## config.mk

```make
export PLATFORM = sky130hd
export DESIGN_NAME = fifo
export DESIGN_NICKNAME = d
export VERILOG_FILES = /design/src/rtl/fifo.sv
export SDC_FILE = /design/constraint.sdc
export NUM_CORES = 1
export LEC_CHECK = 0
export ABC_AREA = 1
export BUFFER_PORTS_ARGS = -buffer_cell sky130_fd_sc_hd__buf_4
export CORE_AREA = 2 2 96 135
export DETAILED_ROUTE_END_ITERATION = 6
export DIE_AREA = 0 0 98 137
export MAX_ROUTING_LAYER = met4
export PLACE_DENSITY = 0.51
export SYNTH_ARGS = -nofsm -noshare
export SYNTH_HDL_FRONTEND = slang
export SYNTH_SLANG_ARGS = --single-unit
```

## constraint.sdc

```tcl
create_clock -name clk -period 3.9 [get_ports clk]
set_clock_uncertainty 0.05 [all_clocks]
set_input_delay 0.78 -clock clk [delete_from_list [all_inputs] [get_ports clk]]
set_output_delay 0.78 -clock clk [all_outputs]
set_load 0.05 [all_outputs]
```

## src/rtl/fifo.sv

```systemverilog
// -----------------------------------------------------------------------------
// fifo
//
// Circular-buffer FIFO clocked on the falling edge of clk. push and pop are
// edge-detected against their previous samples, so each low-to-high pulse
// performs exactly one operation regardless of how long it is held high.
//
// Parameters
//   FIFO_SIZE   number of stored words (>= 2, need not be a power of two)
//   DATA_WIDTH  word width in bits
//
// Ports
//   clk          single clock, all state updates on its falling edge
//   clear        asynchronous active-high reset
//   push         write request (one write per rising transition)
//   pop          read request (one read per rising transition)
//   in_data      word captured on a write
//   out_data     most recently popped word, registered
//   popped_last  high while the FIFO is empty, registered
//   pushed_last  high while the FIFO is full, registered
// -----------------------------------------------------------------------------
module fifo #(
  parameter int FIFO_SIZE  = 8,
  parameter int DATA_WIDTH = 8
) (
  input  logic                  clk,
  input  logic                  clear,
  input  logic                  push,
  input  logic                  pop,
  input  logic [DATA_WIDTH-1:0] in_data,
  output logic [DATA_WIDTH-1:0] out_data,
  output logic                  popped_last,
  output logic                  pushed_last
);

  localparam int PTR_W = (FIFO_SIZE > 1) ? $clog2(FIFO_SIZE) : 1;
  localparam int CNT_W = $clog2(FIFO_SIZE + 1);

  localparam logic [PTR_W-1:0] PTR_LAST = PTR_W'(FIFO_SIZE - 1);
  localparam logic [CNT_W-1:0] CNT_FULL = CNT_W'(FIFO_SIZE);

  // Explicit wrap so non-power-of-two depths never index past the buffer.
  function automatic logic [PTR_W-1:0] next_ptr(input logic [PTR_W-1:0] ptr);
    if (ptr == PTR_LAST) begin
      return '0;
    end
    return ptr + PTR_W'(1);
  endfunction

  logic [DATA_WIDTH-1:0] mem_q [FIFO_SIZE];
  logic [DATA_WIDTH-1:0] mem_d [FIFO_SIZE];
  logic [PTR_W-1:0]      wr_ptr_q, wr_ptr_d;
  logic [PTR_W-1:0]      rd_ptr_q, rd_ptr_d;
  logic [CNT_W-1:0]      count_q, count_d;
  logic [DATA_WIDTH-1:0] out_data_q, out_data_d;
  logic                  empty_q, empty_d;
  logic                  full_q, full_d;
  logic                  push_prev_q, push_prev_d;
  logic                  pop_prev_q, pop_prev_d;

  logic push_act;
  logic pop_act;
  logic do_push;
  logic do_pop;

  always_comb begin
    push_act = push & ~push_prev_q;
    pop_act  = pop & ~pop_prev_q;
    // A pop needs data; a push needs room, or a pop on the same edge freeing
    // a slot. On an empty FIFO a simultaneous pop is dropped and the push alone
    // proceeds.
    do_pop   = pop_act && (count_q != '0);
    do_push  = push_act && ((count_q != CNT_FULL) || do_pop);
  end

  always_comb begin
    mem_d       = mem_q;
    wr_ptr_d    = wr_ptr_q;
    rd_ptr_d    = rd_ptr_q;
    count_d     = count_q;
    out_data_d  = out_data_q;
    push_prev_d = push;
    pop_prev_d  = pop;

    if (do_push) begin
      mem_d[wr_ptr_q] = in_data;
      wr_ptr_d        = next_ptr(wr_ptr_q);
    end

    // The read slot is taken from mem_q, so a full-FIFO push+pop returns the
    // oldest word even though the write targets the same physical slot.
    if (do_pop) begin
      out_data_d = mem_q[rd_ptr_q];
      rd_ptr_d   = next_ptr(rd_ptr_q);
    end

    case ({do_push, do_pop})
      2'b10:   count_d = count_q + CNT_W'(1);
      2'b01:   count_d = count_q - CNT_W'(1);
      default: count_d = count_q;
    endcase

    // Flags follow the post-operation count from the same edge.
    empty_d = (count_d == '0);
    full_d  = (count_d == CNT_FULL);
  end

  always_ff @(negedge clk or posedge clear) begin
    if (clear) begin
      for (int i = 0; i < FIFO_SIZE; i++) begin
        mem_q[i] <= '0;
      end
      wr_ptr_q    <= '0;
      rd_ptr_q    <= '0;
      count_q     <= '0;
      out_data_q  <= '0;
      empty_q     <= 1'b1;
      full_q      <= 1'b0;
      push_prev_q <= 1'b0;
      pop_prev_q  <= 1'b0;
    end else begin
      mem_q       <= mem_d;
      wr_ptr_q    <= wr_ptr_d;
      rd_ptr_q    <= rd_ptr_d;
      count_q     <= count_d;
      out_data_q  <= out_data_d;
      empty_q     <= empty_d;
      full_q      <= full_d;
      push_prev_q <= push_prev_d;
      pop_prev_q  <= pop_prev_d;
    end
  end

  assign out_data    = out_data_q;
  assign popped_last = empty_q;
  assign pushed_last = full_q;

endmodule

```

* Word level (Yosys, flattened, before mapping)
Index checks and enable logic that the tools add are counted.
W data, S select, Z words.
** Operators by class
- Add/sub/neg operators :: 4
- $lt $le $gt $ge :: 3
- Equal/unequal tests :: 6
- Muxes and demuxes :: 15
- Bitwise logic cells :: 6
- Reductions and logical operators :: 6
** Operator list (count)
- $bwmux W64 :: 1
- $bmux W8 S3 :: 1
- $demux W8 S3 :: 1
- $mux W8 :: 3
- $mux W3 :: 4
- $ge A4 B4 Y1 const B :: 2
- $not A3 Y4 :: 2
- $pmux W4 S2 :: 1
- $add A3 B1 Y3 const B :: 2
- $eq A3 B3 Y1 const B :: 2
- $add A4 B1 Y4 const B :: 1
- $eq A4 B4 Y1 const B :: 1
- $logic_not A4 Y1 :: 1
- $lt A4 B1 Y1 const B :: 1
- $mux W1 :: 4
- $ne A4 B4 Y1 const B :: 1
- $reduce_bool A4 Y1 :: 1
- $sub A4 B1 Y4 const B :: 1
- $logic_and A1 B1 Y1 :: 3
- $and A1 B1 Y1 :: 2
- $eq A2 B1 Y1 const B :: 1
- $eq A2 B2 Y1 const B :: 1
- $not A1 Y1 :: 2
- $logic_or A1 B1 Y1 :: 1
** Word-level totals
- Flip-flop bits (word level) :: 86
- Bits of input ports :: 12
- Output and inout bits :: 10
- Word-level logic and storage cells :: 56

* Longest topological paths before layout
- Depth after elaboration :: 8
- Mapped depth :: 19
- Gate-level depth less buffers :: 18

==> results.md <==
* Outcome: finished, violations left
* Violated checks: negative setup slack
* Detailed router's first-iteration violation count at 207
* Post-route worst setup slack at -77.6 ps
* Arrival time worst endpoint at 2170 ps
* Global route overflow at 0
* Post-CTS clock slew at the launch and capture registers of the worst setup and hold paths at around 50 ps
* Core occupancy in the finished layout at 0.413
* Critical Setup Path Class: in2reg
* Horizontal die dimension at roughly 98 um
* Antenna fix cells at 0
* Startpoint of the worst hold path: mem_q[49]
* Die area at 13400 sq um
* R2R depth at 15
* Total of endpoints with negative setup slack in the final report at 4
* First-pass DRT Iterations at 5
* Post-synth top flop: dfrtn_1
* Number of cells in the design after placement at 700
* Worst-case headroom to the max-slew limit at 0.505
* Initial antenna violation count at 0
* Proportion of layout cells with a drive suffix above 1 at 0.156
* Avg Synthesized Cell Area at 7.79 sq um
* Total of max-cap violations at 0
* Cell Count, Final, Fillers Out at 719
* Data required, critical path at 2100 ps
* Class of the tightest hold or removal check: reg2reg
* Depth of the critical timing path with buffers and inverters included at 16
* Net count, final at 583
* Number of buffer cells added on primary ports at 21
* Hold Path Stages at 2
* Number of global-route vias before repair at 3477
* Starting Density at 0.343
* Post-Syn Area at 4180 sq um
* Vias after detailed routing at between 3000 and 4000
* Number of enable flip-flop cells after synthesis at 0
* TritonCTS clock tree: done
* Number of warnings issued by yosys at 0
* # IOs at 22
* Routability congestion estimate from global placement at between 0.7 and 0.8
* Cell row count at 48
* Post-synthesis net count at 556
* Origin of the critical flop-to-flop path: count_q[1]
* Buffer cell driving the clock tree root: clkbuf_16
* Final Max Tran Viols at 0
* Ratio of total power to cell area at approximately 810 nW/um^2
* Proportion of synthesized flip-flops having asynchronous set or reset at 1.00
* Delay of the slowest critical-path stage at 170 ps
* Hold Path End: mem_q[49]
* DRC Markers at 0
* Worst-Margin Slew at between 700 and 800 ps
* Clock insertion delay at the later pin of the skew report at 340 ps
* FF+latch count, synth at 86
* Crit path from: pop
* Signed area change from the synthesized netlist to the final layout at 20.5%
* Count of hold buffers inserted by post-cts repair at 0
* Buffering stage count on the worst path with inverters included at 2
* Kind of cell adding the most delay to the critical path: simple AND/OR/NAND/NOR gates
* Total power consumption of the routed design at around 4.1 mW
* Number of clock sinks at 86
* RSZ-0062 raised after global routing: true
* Total number of H-tree levels at 3
* Tot GR Track Use at 0.193
* Number of distinct library cell variants in the gate-level netlist after synthesis at 20
* Core region area at 12200 sq um
* Count of nets left with antenna violations after detail routing at 0
* Multi-input logic area at around 1900 sq um
* Number of vias per cell at 5.04
* Capturing element type of the critical path: flip-flop
* Critical R2R Capture: pushed_last
* Reg2Reg Setup Slack at 1690 ps
* Detailed-route wire length per cell at 16.9 um
* Clock Tree Buf Depth at 2
* Maximum vdd ir drop at 250 uV
* Biggest fanout along the worst timing path at 4
* Synthesized instance count at 537
* Worst hold slack across all endpoints at 362 ps
* Detailed placer's ending HPWL at between 7 and 8 mm
* Type of element launching the critical path: input pin
* Reg area at 2150 sq um
* Static Leakage at between 2 and 3 nW
* Cell type of the slowest stage on the worst timing path: ha_4
* TritonCTS buffer count at 9
* Final hold vios at 0
* Sequential area share after synthesis at 0.515
* Layout filler cell count at roughly 1200
* Cell breakdown of the critical path: buf_8 -> nand2_4 -> nand4_1 -> nand2_2 -> nor2_4 -> inv_4 -> ha_4 -> nor2_4 -> nor2_4 -> ha_4 -> a21oi_4 -> nand2_1 -> nand2_1 -> o21ai_2 -> nand2_1 -> nor2_1
* Pin count of the biggest net entering global routing at 48
* Chip height at 137 um
* Final wirelength at 12.1 mm
* First-pass GRT wire length at roughly 19 mm
[where the power goes]
group / leakage [nW] / switching, mW / total, mW / internal (mW)
clock network: 0.142 / 0.336 / 0.803 / 0.466
logic: 1.33 / 1.12 / 1.71 / 0.584
registers: 1.09 / 0.263 / 1.58 / 1.32
total: 2.56 / 1.72 / 4.10 / 2.37
[cells by family (layout without fill, tap and decap cells)]
family                     count (synthesis)  count (layout)  synth area share
AOI/OAI and AO/OA                         57              57            0.0795
xor gates and xnor gates                   2               2           0.00419
adders and majority gates                  7               7            0.0209
buffers and inverters                     50              82            0.0517
DFF                                       86              86             0.515
and+or+nand+nor                          335             335             0.329
[how the worst max path moves through the flow]
stage | to | slack [ps]
global placement | popped_last | -510
floorplan | popped_last | -460
CTS | popped_last | -120
finish | pushed_last | -80
global route | popped_last | -210
detailed placement | popped_last | -590
[worst reg2reg max path: cells and delay by family, from the launching register on]
| kind | cells | cell delay [ps] |
|---|---|---|
| AOI/OAI and AO/OA | 2 | 180 |
| buffers and inverters | 1 | 50 |
| and+or+nand+nor | 10 | 910 |
| DFF | 1 | 560 |
| adders and majority gates | 2 | 330 |
[sequential cells by signal, summed over array words and instances (netlist names)]
name	flops
popped_last	1
pop_prev_q	1
rd_ptr_q	3
wr_ptr_q	3
count_q	4
push_prev_q	1
out_data	8
pushed_last	1
mem_q	64
[placed cells by master, fill, tap and decap left out, types with 2 or more instances in the layout]
master,count
buf_4,40
clkbuf_1,3
clkbuf_16,10
clkbuf_8,2
clkinv_1,2
clkinv_2,2
dfrtn_1,85
ha_1,4
ha_4,3
inv_1,14
inv_2,2
nand2_1,177
nand2_2,13
nand3_1,71
nor2_1,68
nor2_4,3
o211ai_1,16
o21ai_0,37
[synthesized netlist by cell type, drive strengths merged (2+ instances only)]
cell / n / area share
buf: 21 / 0.026
clkbuf: 9 / 0.0081
clkinv: 2 / 0.0018
dfrtn: 85 / 0.51
ha: 7 / 0.021
inv: 18 / 0.016
nand2: 191 / 0.18
nand3: 71 / 0.085
nor2: 72 / 0.066
o211ai: 16 / 0.029
o21ai: 39 / 0.047
xnor2: 2 / 0.0042
[timing repair]
item                       4_1_cts  5_1_grt
setup endpoints to repair       14       44
gates cloned                     1        1
buffers inserted                 2        1
pin swaps                       10        5
gates resized for setup         12        9
[metal layers]
layer,up-vias,GRT usage,wire (um)
li1,1789,-,-
met1,1729,0.233,4990
met2,76,0.308,6170
met3,29,0.0312,455
met4,0,0.109,512
met5,-,-,0
[stage by stage]
stage	TNS [ps]	cell area [sq um]	setup slack [ps]
6_report	-231	5040	-77.6
3_3_place_gp	-18990	4620	-513
2_1_floorplan	-2060	4240	-457
4_1_cts	-238	4980	-116
3_5_place_dp	-21930	4620	-594
5_1_grt	-792	5040	-214
[final cells by class]
| type | count | share of cell area |
|---|---|---|
| inverters | 19 | 0.0154 |
| flip-flops and latches | 86 | 0.427 |
| multi-input cells | 401 | 0.379 |
| repair buffers | 46 | 0.0857 |
| well taps | 150 | 0.0372 |
| clock inverters | 3 | 0.00273 |
| clock buffers | 14 | 0.0524 |
Note: power is estimated with default switching activity, not from simulation.
